File: config.mk
export PLATFORM = sky130hd
export DESIGN_NAME = conv_pool2
export DESIGN_NICKNAME = d
export VERILOG_FILES = /design/src/rtl/conv_pool2.sv
export SDC_FILE = /design/constraint.sdc
export NUM_CORES = 1
export LEC_CHECK = 0
export CORE_MARGIN = 3
export CORE_UTILIZATION = 53
export CTS_CLUSTER_DIAMETER = 60
export DETAILED_ROUTE_END_ITERATION = 12
export GPL_TIMING_DRIVEN = 0
export PLACE_DENSITY = 0.83
export SLEW_MARGIN = 30
export SYNTH_ARGS = -nofsm -noshare
export SYNTH_HDL_FRONTEND = slang
export SYNTH_SLANG_ARGS = --single-unit
File: constraint.sdc
create_clock -name clk -period 5.77 [get_ports clk]
set_input_delay 0.8655 -clock clk [delete_from_list [all_inputs] [get_ports clk]]
set_output_delay 0.8655 -clock clk [all_outputs]
set_load 0.05 [all_outputs]
File: src/rtl/conv_pool2.sv
// 2x2 stride-2 signed max-pool over a raster stream with optional ReLU; odd trailing row/col dropped.
// Latency 1 beat-to-output; IN_TREADY drops only while a pooled result is stalled on the output.
module conv_pool2 #(
  parameter int OUTW = 28,
  parameter int MAXR = 9,
  parameter int MAXC = 8
) (
  input  logic                          clk,
  input  logic                          reset,
  input  logic [$clog2(MAXR+1)-1:0]     cfg_rows,
  input  logic [$clog2(MAXC+1)-1:0]     cfg_cols,
  input  logic                          cfg_relu,
  input  logic signed [OUTW-1:0]        IN_TDATA,
  input  logic                          IN_TVALID,
  output logic                          IN_TREADY,
  output logic signed [OUTW-1:0]        OUT_TDATA,
  output logic                          OUT_TVALID,
  input  logic                          OUT_TREADY,
  output logic                          busy,
  output logic                          frame_done
);
  localparam int RW  = $clog2(MAXR+1);
  localparam int CW  = $clog2(MAXC+1);
  localparam int LBD = (MAXC + 1) / 2;
  localparam int LIW = (LBD > 1) ? $clog2(LBD) : 1;

  typedef enum logic {IDLE, RUN} state_t;

  state_t                 state_q, state_d;
  logic [RW-1:0]          row_q, row_d, rows_q, rows_d;
  logic [CW-1:0]          col_q, col_d, cols_q, cols_d;
  logic                   relu_q, relu_d;
  logic signed [OUTW-1:0] hold_q, hold_d;
  logic signed [OUTW-1:0] out_dat_q, out_dat_d;
  logic                   out_vld_q, out_vld_d;
  logic                   done_q, done_d;
  logic signed [OUTW-1:0] lb_q [LBD];

  logic                   accept;
  logic [RW-1:0]          rows_eff;
  logic [CW-1:0]          cols_eff;
  logic                   relu_eff;
  logic signed [OUTW-1:0] v, h, lb_rd;
  logic [LIW-1:0]         lb_idx;
  logic                   lb_we;
  logic                   last_col, last_row;

  function automatic logic [RW-1:0] clamp_rows(input logic [RW-1:0] x);
    if (x == '0) return RW'(1);
    if (x > RW'(MAXR)) return RW'(MAXR);
    return x;
  endfunction

  function automatic logic [CW-1:0] clamp_cols(input logic [CW-1:0] x);
    if (x == '0) return CW'(1);
    if (x > CW'(MAXC)) return CW'(MAXC);
    return x;
  endfunction

  assign IN_TREADY  = !out_vld_q || OUT_TREADY;
  assign accept     = IN_TVALID && IN_TREADY;
  assign OUT_TDATA  = out_dat_q;
  assign OUT_TVALID = out_vld_q;
  assign busy       = (state_q == RUN);
  assign frame_done = done_q;

  // In IDLE the beat being accepted is the first of a frame, so it uses live config.
  always_comb begin
    rows_eff = (state_q == IDLE) ? clamp_rows(cfg_rows) : rows_q;
    cols_eff = (state_q == IDLE) ? clamp_cols(cfg_cols) : cols_q;
    relu_eff = (state_q == IDLE) ? cfg_relu : relu_q;
    v        = (relu_eff && IN_TDATA[OUTW-1]) ? '0 : IN_TDATA;
    h        = (hold_q > v) ? hold_q : v;
    lb_idx   = LIW'(col_q >> 1);
    lb_rd    = lb_q[lb_idx];
    last_col = (col_q == cols_eff - CW'(1));
    last_row = (row_q == rows_eff - RW'(1));
  end

  always_comb begin
    state_d   = state_q;
    row_d     = row_q;
    col_d     = col_q;
    rows_d    = rows_q;
    cols_d    = cols_q;
    relu_d    = relu_q;
    hold_d    = hold_q;
    out_dat_d = out_dat_q;
    out_vld_d = out_vld_q && !OUT_TREADY;
    done_d    = accept && last_col && last_row;
    lb_we     = 1'b0;
    if (accept) begin
      if (state_q == IDLE) begin
        rows_d = rows_eff;
        cols_d = cols_eff;
        relu_d = relu_eff;
      end
      if (!col_q[0]) begin
        hold_d = v;
      end else if (!row_q[0]) begin
        lb_we = 1'b1;
      end else begin
        out_vld_d = 1'b1;
        out_dat_d = (lb_rd > h) ? lb_rd : h;
      end
      if (last_col) begin
        col_d = '0;
        row_d = last_row ? '0 : row_q + RW'(1);
      end else begin
        col_d = col_q + CW'(1);
      end
      case (state_q)
        IDLE:    if (!(last_col && last_row)) state_d = RUN;
        RUN:     if (last_col && last_row) state_d = IDLE;
        default: state_d = IDLE;
      endcase
    end
  end

  always_ff @(posedge clk or negedge reset) begin
    if (!reset) begin
      state_q   <= IDLE;
      row_q     <= '0;
      col_q     <= '0;
      rows_q    <= '0;
      cols_q    <= '0;
      relu_q    <= 1'b0;
      hold_q    <= '0;
      out_dat_q <= '0;
      out_vld_q <= 1'b0;
      done_q    <= 1'b0;
    end else begin
      state_q   <= state_d;
      row_q     <= row_d;
      col_q     <= col_d;
      rows_q    <= rows_d;
      cols_q    <= cols_d;
      relu_q    <= relu_d;
      hold_q    <= hold_d;
      out_dat_q <= out_dat_d;
      out_vld_q <= out_vld_d;
      done_q    <= done_d;
    end
  end

  // Each entry is written on an even row before any odd-row read, so no reset is needed.
  always_ff @(posedge clk) begin
    if (lb_we) lb_q[lb_idx] <= h;
  end
endmodule
==> impl_metrics.tcl, run 1 <==
set metrics [dict create \
    initial_core_util 0.551 \
    final_max_slew_viol_count 0 \
    rsz0062_at_grt "yes" \
    core_region_area_um2 16900 \
    path_max_fanout 10 \
    final.setup.worst_slack_ps -142 \
    synth_ff_type "edfxtp_1" \
    grt_max_degree 60 \
    synth_nets 836 \
    ys_ff_latch 188 \
    clock_skew_ps 16.9 \
    cts_tree "built" \
    end_kind "flop" \
    die_y_um 138 \
    pin_count 73 \
    hp-class "input pin to async pin" \
    postRouteAntennaNets 0 \
    synth_area_per_cell_um2 12.7 \
    antenna_cells 0 \
    first_pass_iters 7 \
    r2r-end "OUT_TDATA[18]" \
    status "finished, violations left" \
    endpoint "OUT_TDATA[18]" \
    yosys_warnings 0 \
    portBuffers 72 \
    start_kind "flop" \
    layout_commonest_cell "edfxtp_1" \
    maxCapViolations 0 \
    required_ps 6090 \
    areaGrowthSynthToFinish_pct 34.5 \
    ff2ff_path_depth 25 \
    netlist_area_um2 9300 \
    design.die.area_um2 19200 \
    wl_per_cell_um 24.0 \
    clkLatencyLatePin_ps 450 \
    cts.sinks 188 \
    violations "negative setup slack" \
    track_usage 0.255 \
    finalSetupTns_ps -2220 \
    fin_crit_ps 5910 \
    arrival_ps 6230 \
    antenna_found_initial 0 \
    synth_cell_type_count 49 \
    critPathLaunch "busy" \
    cts.clk_slew.worst_paths_ps 70 \
    drt-total-wl_um 27100 \
    setup_viol 28 \
    clock.fmax_ghz 0.169 \
    layout_common_cells "edfxtp_1 (112), nand2_1 (80), dfrtp_1 (75), clkdlybuf4s50_1 (69), buf_4 (58)" \
    path_class "flop to flop" \
    reg2reg_from "busy" \
    hpwl_um 14700 \
    numCtsBuffers 17 \
    dr.first_iter.drc_count 690 \
    viasPerCell 6.28 \
    finalNetCount 997 \
    grt_pass1_wl_um 37900 \
    r2r_slack_ps -140 \
    htree_levels 4 \
    drc 0 \
    gp_congestion 0.878 \
    clockBufferDepth 2 \
    vias 7093 \
    root_buffer "clkbuf_16" \
    synthArstFlopShare 0.404 \
    yosysSeqAreaShare 0.566 \
    drive_above_1_share 0.286 \
    maxSlewHeadroom 0.494 \
    die_x_um 138 \
    row_count 47 \
    hold_viol 0 \
    synthCells 735 \
    grt_pass1_vias 6924 \
    post-route-period-util 1.02 \
    worstMarginPinSlew_ps 756 \
    synth_edf_count 112 \
    grt_overflow 0 \
]
what timing repair did:
item,CTS,global route
gates cloned,6,2
setup endpoints to repair,28,28
hold buffers,0,0
setup buffers,22,29
pin swaps,10,29
gates resized for setup,112,73
critical path, cell delays in order (launching register included):
cell	delay (ps)
dfrtp_2	450
mux2i_4	280
nand2b_4	170
clkbuf_16	140
clkbuf_16	160
nand2_1	130
ha_1	330
nand4_1	180
nor4_4	360
o21ai_0	250
a31oi_4	250
buf_8	190
buf_12	160
mux2i_4	350
inv_2	80
ha_4	290
nand4_1	270
nor3_2	350
nand2_2	150
o2111ai_2	100
a211oi_2	70
a211oi_2	290
buf_4	170
nor2_4	70
buf_6	170
a221o_1	330
logic make-up after synthesis:
group / count (synthesis) / synth area share
buf+inv: 98 / 0.0448
fa+ha+maj: 60 / 0.0807
simple gates: 185 / 0.0975
flops: 188 / 0.566
compound gates: 130 / 0.0948
mux: 63 / 0.106
xor+xnor: 11 / 0.0104
final cells by class:
cell class / instances / area [µm²]
flip-flops and latches: 188 / 5270
multi-input cells: 449 / 4530
fillers: 923 / 4370
repair buffers: 143 / 1370
clock buffers: 18 / 429
plain buffers: 36 / 285
well taps: 220 / 275
inverters: 61 / 229
clock inverters: 14 / 131
state kept, by name (all words and copies together) (netlist names):
register    count
OUT_TDATA      28
OUT_TVALID      1
busy            1
col_q           4
cols_q          4
frame_done      1
hold_q         28
lb_q          112
relu_q          1
row_q           4
rows_q          4
metrics by stage:
stage	cells	hold slack (ps)	worst slack, ps	instance area, µm²	utilization
6_report	1129	252	-142	12500	0.741
3_3_place_gp	1027	455	-1730	10300	0.611
2_1_floorplan	735	441	68.4	9320	-
3_5_place_dp	1041	471	-1840	10500	0.620
5_1_grt	1129	257	-309	12500	0.741
4_1_cts	1101	255	6.82	11900	0.706
metal layers:
| layer | vias to the layer above | part of all wire | global-route usage |
|---|---|---|---|
| li1 | 3055 | - | - |
| met5 | - | 0 | 0 |
| met1 | 3547 | 0.38 | 0.330 |
| met2 | 423 | 0.51 | 0.424 |
| met3 | 68 | 0.078 | 0.0525 |
| met4 | 0 | 0.032 | 0.103 |
cell usage after synthesis (all sizes together), types with 4 or more instances:
cell | count | share of area
a211oi | 4 | 0.0043
a21o | 7 | 0.0056
a21oi | 23 | 0.012
a221o | 25 | 0.027
a31oi | 6 | 0.0040
and3 | 26 | 0.017
buf | 14 | 0.011
clkbuf | 23 | 0.0094
dfrtp | 76 | 0.20
edfxtp | 112 | 0.36
ha | 60 | 0.081
inv | 61 | 0.025
mux2i | 32 | 0.034
mux4 | 28 | 0.068
nand2 | 89 | 0.036
nand2b | 13 | 0.0087
nand3 | 11 | 0.0059
nand4 | 12 | 0.0081
nor2 | 10 | 0.0040
nor3 | 10 | 0.0054
o211ai | 5 | 0.0040
o21ai | 45 | 0.024
xnor2 | 7 | 0.0066
xor2 | 4 | 0.0038
how the worst min path moves through the flow:
stage | end | slack [ps] | cells past startpoint
after global routing | OUT_TDATA[19] | 260 | 1
after global placement | rows_q[0] | 450 | 2
after CTS | OUT_TDATA[13] | 250 | 1
final | OUT_TDATA[7] | 250 | 1
after floorplan | rows_q[0] | 440 | 2
after detailed placement | rows_q[1] | 470 | 2
Power of run 1 is not shown: default switching activity piles up to over one toggle a cycle in this logic, so the estimate is an artifact.
==> inputs of run 2 (changes only) <==
--- a/config.mk
+++ b/config.mk
@@ -11,6 +11,7 @@
 export DETAILED_ROUTE_END_ITERATION = 12
 export GPL_TIMING_DRIVEN = 0
 export PLACE_DENSITY = 0.83
+export SKIP_CTS_REPAIR_TIMING = 1
 export SLEW_MARGIN = 30
 export SYNTH_ARGS = -nofsm -noshare
 export SYNTH_HDL_FRONTEND = slang
==> impl_metrics.tcl, run 2 (synthesized netlist as in run 1, its figures left out) <==
set metrics [dict create \
    clock_skew_ps 12.2 \
    cp_slowest_stage_delay_ps 390 \
    intPower_w 0.00476 \
    die_x_um 138 \
    place_ws_ps -1840 \
    path_delay_family "compound AO/OA/AOI/OAI gates" \
    design.die.area_um2 19200 \
    power_frac_seq 0.271 \
    wl_per_cell_um 21.3 \
    power.density_nw_per_um2 678 \
    dr.first_iter.drc_count 594 \
    sw_frac_of_total 0.417 \
    drive_above_1_share 0.224 \
    cpMaxStageDelayCell "a2111o_1" \
    cts_tree "built" \
    drt-total-wl_um 23700 \
    cts.clk_slew.worst_paths_ps 70 \
    layout_common_cells "edfxtp_1 (112), nand2_1 (81), dfrtp_1 (75), clkdlybuf4s50_1 (69), inv_1 (60)" \
    regMostFlops "lb_q" \
    dp.cells 1041 \
    start_kind "input pin" \
    p_leak_nw 4.91 \
    final.setup.worst_slack_ps 4.01 \
    largest_reg_flops 112 \
    p_clk_frac 0.139 \
    power.switching_w 0.00341 \
    path_class "input pin to flop" \
    antenna_found_initial 0 \
    clkLatencyLatePin_ps 440 \
    fin_crit_ps 5770 \
    grt_pass1_wl_um 32600 \
    final_max_slew_viol_count 0 \
    first_pass_iters 5 \
    clockBufferDepth 2 \
    fin_area_um2 12100 \
    clock.fmax_ghz 0.173 \
    pin_count 73 \
    maxCapViolations 0 \
    path_max_fanout 7 \
    placed_area_um2 10500 \
    grt_max_degree 60 \
    end_kind "flop" \
    root_buffer "clkbuf_16" \
    required_ps 6080 \
    status "finished clean" \
    grt_overflow 0 \
    vias 6692 \
    endpoint "OUT_TDATA[2]" \
    worstMarginPinSlew_ps 746 \
    core_region_area_um2 16900 \
    grt_pass1_vias 6326 \
    hpwl_um 14700 \
    die_y_um 138 \
    hold_ws_ps 258 \
    finalNetCount 980 \
    initial_core_util 0.551 \
    areaGrowthSynthToFinish_pct 29.6 \
    hold_viol 0 \
    fin_util 0.714 \
    track_usage 0.217 \
    crit_cells 28 \
    reg2reg_from "busy" \
    postRouteAntennaNets 0 \
    crit_top_cell "a211oi_2" \
    arrival_ps 6080 \
    gp_congestion 0.878 \
    numCtsBuffers 17 \
    r2r-end "OUT_TDATA[2]" \
    setup_viol 0 \
    viasPerCell 6.02 \
    maxSlewHeadroom 0.500 \
    row_count 47 \
    antenna_cells 0 \
    hp-class "input pin to async pin" \
    path_buf_inv 8 \
    pwr-share-comb 0.590 \
    ff2ff_path_depth 27 \
    finalNonFillerCells 1112 \
    drc 0 \
    r2r_slack_ps 10 \
    layout_commonest_cell "edfxtp_1" \
    critPathLaunch "cfg_relu" \
    portBuffers 72 \
    htree_levels 4 \
    cts.sinks 188 \
    ir_drop_mv 0.360 \
    post-route-period-util 0.999 \
]
==> run 2: cell count changes in the layout (fill, tap and decap cells not counted), moves of 5 or more <==
| cell | previous run | this run |
|---|---|---|
| and3_4 | 7 | 0 |
| buf_4 | 58 | 45 |
| and3_1 | 19 | 26 |
| a21oi_2 | 8 | 3 |
| ha_4 | 22 | 9 |
| a21oi_1 | 14 | 20 |
| inv_2 | 11 | 1 |
| inv_1 | 50 | 60 |
| ha_1 | 38 | 49 |
==> run 2: worst min-delay path by stage <==
stage / end / slack, ps / cells after the start
global placement: rows_q[0] / 450 / 2
CTS: OUT_TDATA[13] / 250 / 1
detailed placement: rows_q[1] / 470 / 2
global route: OUT_TDATA[13] / 260 / 1
finish: OUT_TDATA[7] / 260 / 1
floorplan: rows_q[0] / 440 / 2
==> run 2: final cells by class <==
cell class / count / area (µm²)
Multi-Input combinational cell: 449 / 4220
Timing Repair Buffer: 126 / 1270
Sequential cell: 188 / 5270
Clock inverter: 14 / 131
Fill cell: 1006 / 4820
Tap cell: 220 / 275
Clock buffer: 18 / 429
Buffer: 36 / 241
Inverter: 61 / 229
==> run 2: layer usage <==
layer,vias to the layer above,part of all wire,track usage
met5,-,0,0
met4,0,0.037,0.0853
met3,64,0.068,0.0504
met2,318,0.50,0.351
met1,3270,0.40,0.286
li1,3040,-,-
==> run 2: per-stage QoR <==
step                total power (W)  TNS (ps)
floorplan                   0.00469         0
global placement            0.00555    -45200
detailed placement          0.00572    -46140
CTS                         0.00688    -34500
global route                0.00865     -6430
finish                      0.00818         0
==> run 2: worst reg2reg max path, stage by stage, from the launching register on <==
cell and delay, ps:
dfrtp_2 480, mux2i_4 280, nand2b_4 180, buf_8 140, buf_12 140, nand2_2 100
ha_2 210, a21oi_2 190, o21ai_1 80, a211o_1 300, a211oi_2 280, o2bb2ai_1 110
a31oi_1 260, buf_6 220, buf_12 160, mux2i_4 380, inv_1 100, ha_1 290
nand4_1 130, or2_4 150, a21oi_2 40, a2111o_1 390, a211oi_2 210, a211oi_2 100
buf_6 160, buf_4 120, and3_1 170, a221o_1 270
==> run 2: power by group through the flow <==
stage / sequential, W / clock, W / combinational (W)
5_1_grt: 0.00225 / 0.00120 / 0.00520
3_3_place_gp: 0.00221 / 0 / 0.00334
3_5_place_dp: 0.00222 / 0 / 0.00351
6_report: 0.00222 / 0.00113 / 0.00482
2_1_floorplan: 0.00248 / 0 / 0.00222
4_1_cts: 0.00219 / 0.00113 / 0.00355
Note: power is estimated with default switching activity, not from simulation.
==> inputs of run 3 (changes only) <==
--- a/config.mk
+++ b/config.mk
@@ -10,7 +10,7 @@
 export CTS_CLUSTER_DIAMETER = 60
 export DETAILED_ROUTE_END_ITERATION = 12
 export GPL_TIMING_DRIVEN = 0
-export PLACE_DENSITY = 0.83
+export PLACE_DENSITY = 0.86
 export SKIP_CTS_REPAIR_TIMING = 1
 export SLEW_MARGIN = 30
 export SYNTH_ARGS = -nofsm -noshare
==> impl_metrics.tcl, run 3 (synthesized netlist as in run 1, its figures left out) <==
set metrics [dict create \
    grt.busiest_layer "met2" \
    path_delay_family "compound AO/OA/AOI/OAI gates" \
    grt_use_met1 0.297 \
    clockBufferDepth 2 \
    htree_levels 4 \
    root_buffer "clkbuf_16" \
    fin_util 0.717 \
    hpwl_um 15100 \
    reg2reg_from "busy" \
    layout_commonest_cell "edfxtp_1" \
    cts.sinks 188 \
    dr.first_iter.drc_count 769 \
    cpMaxStageDelayCell "mux2i_4" \
    endpoint "OUT_TDATA[21]" \
    clock.fmax_ghz 0.167 \
    seq_area_um2 5270 \
    die_y_um 138 \
    grt_max_degree 60 \
    power_w 0.00843 \
    layout_common_cells "edfxtp_1 (112), nand2_1 (81), dfrtp_1 (75), clkdlybuf4s50_1 (69), inv_1 (60)" \
    setup_viol 28 \
    finalNetCount 982 \
    ff2ff_path_depth 27 \
    pwr-share-comb 0.590 \
    clkLatencyLatePin_ps 450 \
    clock_skew_ps 14.5 \
    viasPerCell 6.32 \
    largest_reg_flops 112 \
    power_frac_seq 0.266 \
    antenna_found_initial 0 \
    crit_cells 28 \
    pin_count 73 \
    arrival_ps 6320 \
    core_region_area_um2 16900 \
    worstMarginPinSlew_ps 824 \
    vias 7029 \
    cp_slowest_stage_delay_ps 380 \
    critPathLaunch "cfg_relu" \
    place_ws_ps -1760 \
    track_usage 0.228 \
    row_count 47 \
    drc 0 \
    r2r-end "OUT_TDATA[21]" \
    power.switching_w 0.00356 \
    start_kind "input pin" \
    maxSlewHeadroom 0.449 \
    areaGrowthSynthToFinish_pct 30.0 \
    hold_viol 0 \
    status "finished, violations left" \
    postRouteAntennaNets 0 \
    p_clk_frac 0.144 \
    violations "negative setup slack" \
    final.setup.worst_slack_ps -230 \
    cts.clk_slew.worst_paths_ps 70 \
    post-route-period-util 1.04 \
    wl_per_cell_um 23.5 \
    nFillCells 979 \
    design.die.area_um2 19200 \
    regMostFlops "lb_q" \
    multi_input_area_um2 4200 \
    use_met2 0.376 \
    die_x_um 138 \
    ir_drop_mv 0.378 \
    path_buf_inv 8 \
    grt_overflow 0 \
    drt-total-wl_um 26200 \
    numCtsBuffers 17 \
    cts_tree "built" \
    sw_frac_of_total 0.422 \
    fin_crit_ps 6000 \
    path_class "input pin to flop" \
    final_max_slew_viol_count 0 \
    end_kind "flop" \
    hp-class "input pin to async pin" \
    antenna_cells 0 \
    initial_core_util 0.551 \
    drive_above_1_share 0.227 \
    grt_pass1_wl_um 34300 \
    grtUsageMet3 0.0470 \
    power.density_nw_per_um2 697 \
    maxCapViolations 0 \
    required_ps 6090 \
    path_max_fanout 10 \
    gp_congestion 0.832 \
    r2r_slack_ps -220 \
    portBuffers 72 \
    p_leak_nw 4.91 \
    grt_pass1_vias 6526 \
    intPower_w 0.00487 \
    first_pass_iters 5 \
]
==> run 3: power by group through the flow <==
stage	sequential (W)	combinational, W	clock (W)
after floorplan	0.00248	0.00222	0
after global placement	0.00221	0.00333	0
after detailed placement	0.00222	0.00354	0
after CTS	0.00220	0.00360	0.00120
after global routing	0.00227	0.00526	0.00126
final	0.00224	0.00497	0.00121
==> run 3: worst register-to-register path, cell delays in order (launching register included) <==
cell,delay (ps)
dfrtp_2,470
mux2i_2,290
nand2b_4,190
buf_12,130
buf_12,130
nand2_2,120
ha_4,240
a21oi_1,150
o21ai_1,100
a211o_1,300
a211oi_2,290
o2bb2ai_1,130
a31oi_1,290
buf_6,230
buf_12,160
mux2i_4,380
inv_1,110
ha_1,310
nand4_1,130
or2_4,170
a21oi_4,40
a2111o_1,350
a211oi_2,270
a211oi_2,110
buf_6,160
buf_4,160
and3_1,200
a221o_1,270
==> run 3: worst min path at each step <==
stage | from | to
2_1_floorplan | rows_q[0] | rows_q[0]
5_1_grt | reset | OUT_TDATA[3]
3_5_place_dp | rows_q[0] | rows_q[0]
4_1_cts | reset | OUT_TDATA[12]
6_report | reset | OUT_TDATA[3]
3_3_place_gp | rows_q[0] | rows_q[0]
==> run 3: layout make-up <==
cell class | instances | share of cell area
Inverter | 61 | 0.0189
Buffer | 36 | 0.0207
Sequential cell | 188 | 0.435
Clock inverter | 13 | 0.0139
Multi-Input combinational cell | 449 | 0.347
Clock buffer | 18 | 0.0355
Timing Repair Buffer | 128 | 0.106
Tap cell | 220 | 0.0228
==> run 3: stage by stage <==
step                instance area [µm²]  hold slack (ps)  cells  TNS [ps]
floorplan                          9320              441    735         0
global placement                  10300              457   1027    -40700
detailed placement                10500              462   1040    -44040
CTS                               11100              266   1071    -33490
global route                      12100              271   1113     -8800
finish                            12100              263   1113     -5100
==> run 3: metal layers <==
layer | share of wire | routed length, µm | vias to the layer above
met4 | 0.040 | 1060 | 0
met1 | 0.37 | 9770 | 3460
met3 | 0.079 | 2080 | 104
met2 | 0.51 | 13200 | 427
li1 | - | - | 3038
met5 | 0 | 0 | -
==> variant 1: new RTL, flow settings as in run 1 <==
Change the parameter `MAXR` from 9 to 8.
--- a/src/rtl/conv_pool2.sv
+++ b/src/rtl/conv_pool2.sv
@@ -2,7 +2,7 @@
 // Latency 1 beat-to-output; IN_TREADY drops only while a pooled result is stalled on the output.
 module conv_pool2 #(
   parameter int OUTW = 28,
-  parameter int MAXR = 9,
+  parameter int MAXR = 8,
   parameter int MAXC = 8
 ) (
   input  logic                          clk,
Formal check against the unedited RTL: same outputs for any inputs over 4 cycles, from zero or initial values and one cycle with reset low; that may be too few to reach the edited logic, so the function may still have changed.
==> variant 1 against run 1 <==
The run still ends with negative setup slack left; final area is 6.1% higher; die area is 7.2% higher; sequential cell count stayed put; sequential share of layout area is 2.4 points lower; worst setup slack worse by 0.11 ns; wire length is 15% higher; first-iteration DRC count is 61% higher; highest routed layer unchanged; area after synthesis is 7.6% higher; global-route usage is 0.35 points higher.
Power is not shown: default switching activity piles up to over one toggle a cycle in this logic, so the estimate is an artifact.
==> variant 1: results (changes against run 1) <==
* Final setup viols at 28 (unchanged)
* Net Count, Synth at 980 (was 836)
* Final net count at 1,147 (was 997)
* Fill count at 1,052 (was 923)
* Vias per cell at 6.758 (was 6.283)
* # clk buffers at 23 (was 18)
* Vias in the first global route at 7,907 (was 6,924)
* Buffers, non-clock at 205 (was 179)
* Fraction of area in multi-input gates at 38.71% (was 36.20%)
* Synth Area in Adders at 7.502% (was 8.070%)
* Synth-to-Final Area Change at 32.63% (was 34.49%)
* Iteration count of the initial detailed-routing pass at 5 (was 7)
* First-pass GRT wire length at 41,230 um (was 37,940 um)
* Postcts setup bufs at 15 (was 22)
* Clock Skew at 0.01004 ns (was 0.01692 ns)
* Failing checks: negative setup slack (unchanged)
* Clock-cell share of area at 4.525% (was 4.480%)
* Worst slack at placement at -1.809 ns (was -1.839 ns)
* Gp weighted congestion at 0.9741 (was 0.8777)
* Outcome: finished, violations left (unchanged)
* Setup ws final at -0.2478 ns (was -0.1420 ns)
* Critical path capture point: OUT_TDATA[19] (was OUT_TDATA[18])
* Reg2reg end: OUT_TDATA[19] (was OUT_TDATA[18])
* WL met3 at 2883 um (was 2124 um)
* Post-synthesis mux area share at 6.714% (was 10.59%)
* Total number of vias at 8,704 (was 7,093)
* Commonest cells post-synth: nand2_1, edfxtp_1, dfrtp_1 (was edfxtp_1, nand2_1, dfrtp_1)
* R2R depth at 26 (was 25)
* Number of multi-input logic gates at 602 (was 449)
* Largest net degree at the start of global routing at 44 (was 60)
* PostCTS Resize Cnt at 69 (was 112)
* Met1 usage at 33.07% (was 33.03%)
* Post-synthesis sequential area ratio at 52.61% (was 56.60%)
* Met2 Routed Length at 15,450 um (was 13,790 um)
* Tot GR Track Use at 25.85% (was 25.50%)
* Post-Syn Area per Cell at 11.38 sq um (was 12.66 sq um)
* Rel. slew slack at 21.25% (was 49.35%)
* Buffering overhead at 14.03% (was 13.19%)
==> variant 1: cell types whose count changed after synthesis, sizes merged, moves of 4 or more <==
cell / before / now
nand2b: 13 / 8
a21oi: 23 / 54
o21ai: 45 / 49
and3: 26 / 1
nand2: 89 / 156
clkbuf: 23 / 30
nor2: 10 / 37
nand3: 11 / 37
mux2i: 32 / 3
a31oi: 6 / 31
buf: 14 / 27
a211oi: 4 / 27
inv: 61 / 32
==> variant 1: worst min path at each step <==
| stage | slack [ns] | startpoint | cells past startpoint | endpoint |
|---|---|---|---|---|
| floorplan | 0.45 | cols_q[3] | 2 | cols_q[3] |
| global placement | 0.46 | rows_q[3] | 2 | rows_q[3] |
| detailed placement | 0.47 | cols_q[2] | 2 | cols_q[2] |
| CTS | 0.33 | reset | 1 | OUT_TDATA[9] |
| global route | 0.34 | reset | 1 | OUT_TDATA[11] |
| finish | 0.32 | reset | 1 | OUT_TDATA[6] |
==> variant 2: new RTL, config.mk and constraints of run 1 <==
Without the edit above. Take the reset off `hold_q` and load it in a clocked block of its own.
--- a/src/rtl/conv_pool2.sv
+++ b/src/rtl/conv_pool2.sv
@@ -125,7 +125,6 @@
       rows_q    <= '0;
       cols_q    <= '0;
       relu_q    <= 1'b0;
-      hold_q    <= '0;
       out_dat_q <= '0;
       out_vld_q <= 1'b0;
       done_q    <= 1'b0;
@@ -136,11 +135,14 @@
       rows_q    <= rows_d;
       cols_q    <= cols_d;
       relu_q    <= relu_d;
-      hold_q    <= hold_d;
       out_dat_q <= out_dat_d;
       out_vld_q <= out_vld_d;
       done_q    <= done_d;
     end
+  end
+
+  always_ff @(posedge clk) begin
+    hold_q <= hold_d;
   end
 
   // Each entry is written on an even row before any odd-row read, so no reset is needed.
Behaviour: no difference found for any inputs over 4 cycles, from zero or initial values and one cycle with reset low; that may be too few to reach the edited logic, so the function may still have changed.
==> variant 2 against run 1 <==
The flow still finishes with violations (negative setup slack); via count shrank 5.6%; clock skew fell by 0.0054 ns; worst setup slack improved by 0.090 ns; critical path depth increased by 2; wire length is 4.6% lower; final area is 3.3% lower; global-route usage down 0.34 points; sequential cell count is the same; area after synthesis barely moved; critical path type is now in2reg; critical endpoint is now OUT_TDATA[15]; largest cell class unchanged; highest routed layer unchanged.
==> variant 2: results (changes against run 1) <==
* Outcome: finished, violations left (unchanged)
* Failing checks: negative setup slack (unchanged)
* Critical path launch point type: input port (was flip-flop)
* Commonest cells post-synth: edfxtp_1, nand2_1, ha_1 (was edfxtp_1, nand2_1, dfrtp_1)
* Critical path capture point: OUT_TDATA[15] (was OUT_TDATA[18])
* Setup tns final at -0.1237 ns (was -2.216 ns)
* Largest net degree at the start of global routing at 28 (was 60)
* Final hold slack at 0.3209 ns (was 0.2524 ns)
* Ys Warns at 0 (unchanged)
* Rel. slew slack at 50.55% (was 49.35%)
* Async SR Flop Fraction at 25.53% (was 40.43%)
* Fraction of layout cells with a size suffix above 1 at 24.59% (was 28.60%)
* Post-synthesis mux area share at 11.30% (was 10.59%)
* Finished Layout Cells at 1,082 (was 1,129)
* Final setup viols at 6 (was 28)
* Iteration count of the initial detailed-routing pass at 5 (was 7)
* Clock Skew at 0.01151 ns (was 0.01692 ns)
* Initial antenna violation count at 0 (unchanged)
* Area after DPL at 10,500 sq um (was 10,470 sq um)
* Vias in the first global route at 6,836 (was 6,924)
* CP max stage delay at 0.32 ns (was 0.45 ns)
* CP max stage cell: nor3b_4 (was dfrtp_2)
* Synth Area in Compound Gates at 6.376% (was 9.482%)
* Post-synthesis sequential area ratio at 58.11% (was 56.60%)
* DR iter-0 viols at 844 (was 690)
* Setup ws final at -0.05221 ns (was -0.1420 ns)
* Vias per cell at 6.189 (was 6.283)
* Net Count, Synth at 811 (was 836)
* WL/cell at 23.91 um (was 24.01 um)
* Synth top area cells: edfxtp_1, dfrtp_1, ha_1 (unchanged)
* Synth-to-Final Area Change at 30.07% (was 34.49%)
* Fill count at 990 (was 923)
* Worst slack at placement at -1.968 ns (was -1.839 ns)
* PostCTS Resize Cnt at 67 (was 112)
* Postcts setup bufs at 20 (was 22)
* Tot GR Track Use at 25.16% (was 25.50%)
* Post-Synth XOR/XNOR Area at 1.130% (was 1.036%)
* Primary FF master, synth: edfxtp_1 (unchanged)
* Worst setup startpoint: cfg_relu (was busy)
* First-pass GRT wire length at 37,170 um (was 37,940 um)
* R2R depth at 27 (was 25)
* Post-Syn Area per Cell at 13.10 sq um (was 12.66 sq um)
[variant 2: routing by layer]
layer,global-route usage [%],up-vias,wire length (um)
li1,-,2892,-
met1,32.08,3410,10200
met2,41.50,337,13020
met3,6.526,57,1889
met4,10.04,0,752
met5,0,-,0
[variant 2: cell type report]
cell class / instances / area share [%]
buffer: 30 / 2.410
timing repair buffer: 122 / 10.22
clock inverter: 12 / 1.024
multi-input combinational: 433 / 34.02
clock buffer: 20 / 3.609
tap: 220 / 2.275
inverter: 57 / 1.769
sequential: 188 / 44.68
[variant 2: logic make-up after synthesis]
kind of cell	Yosys count
mux	61
fa+ha+maj	60
xor+xnor	12
buf+inv	89
compound gates	92
flops	188
simple gates	208
[variant 2: worst max-delay path: cells and delay by family]
family	cells	cell delay [ns]
adder cells (fa/ha/maj)	2	0.43
multiplexers	4	1.11
buffers and inverters	7	1.24
AO/OA/AOI/OAI	4	0.72
AND/OR/NAND/NOR	10	1.79
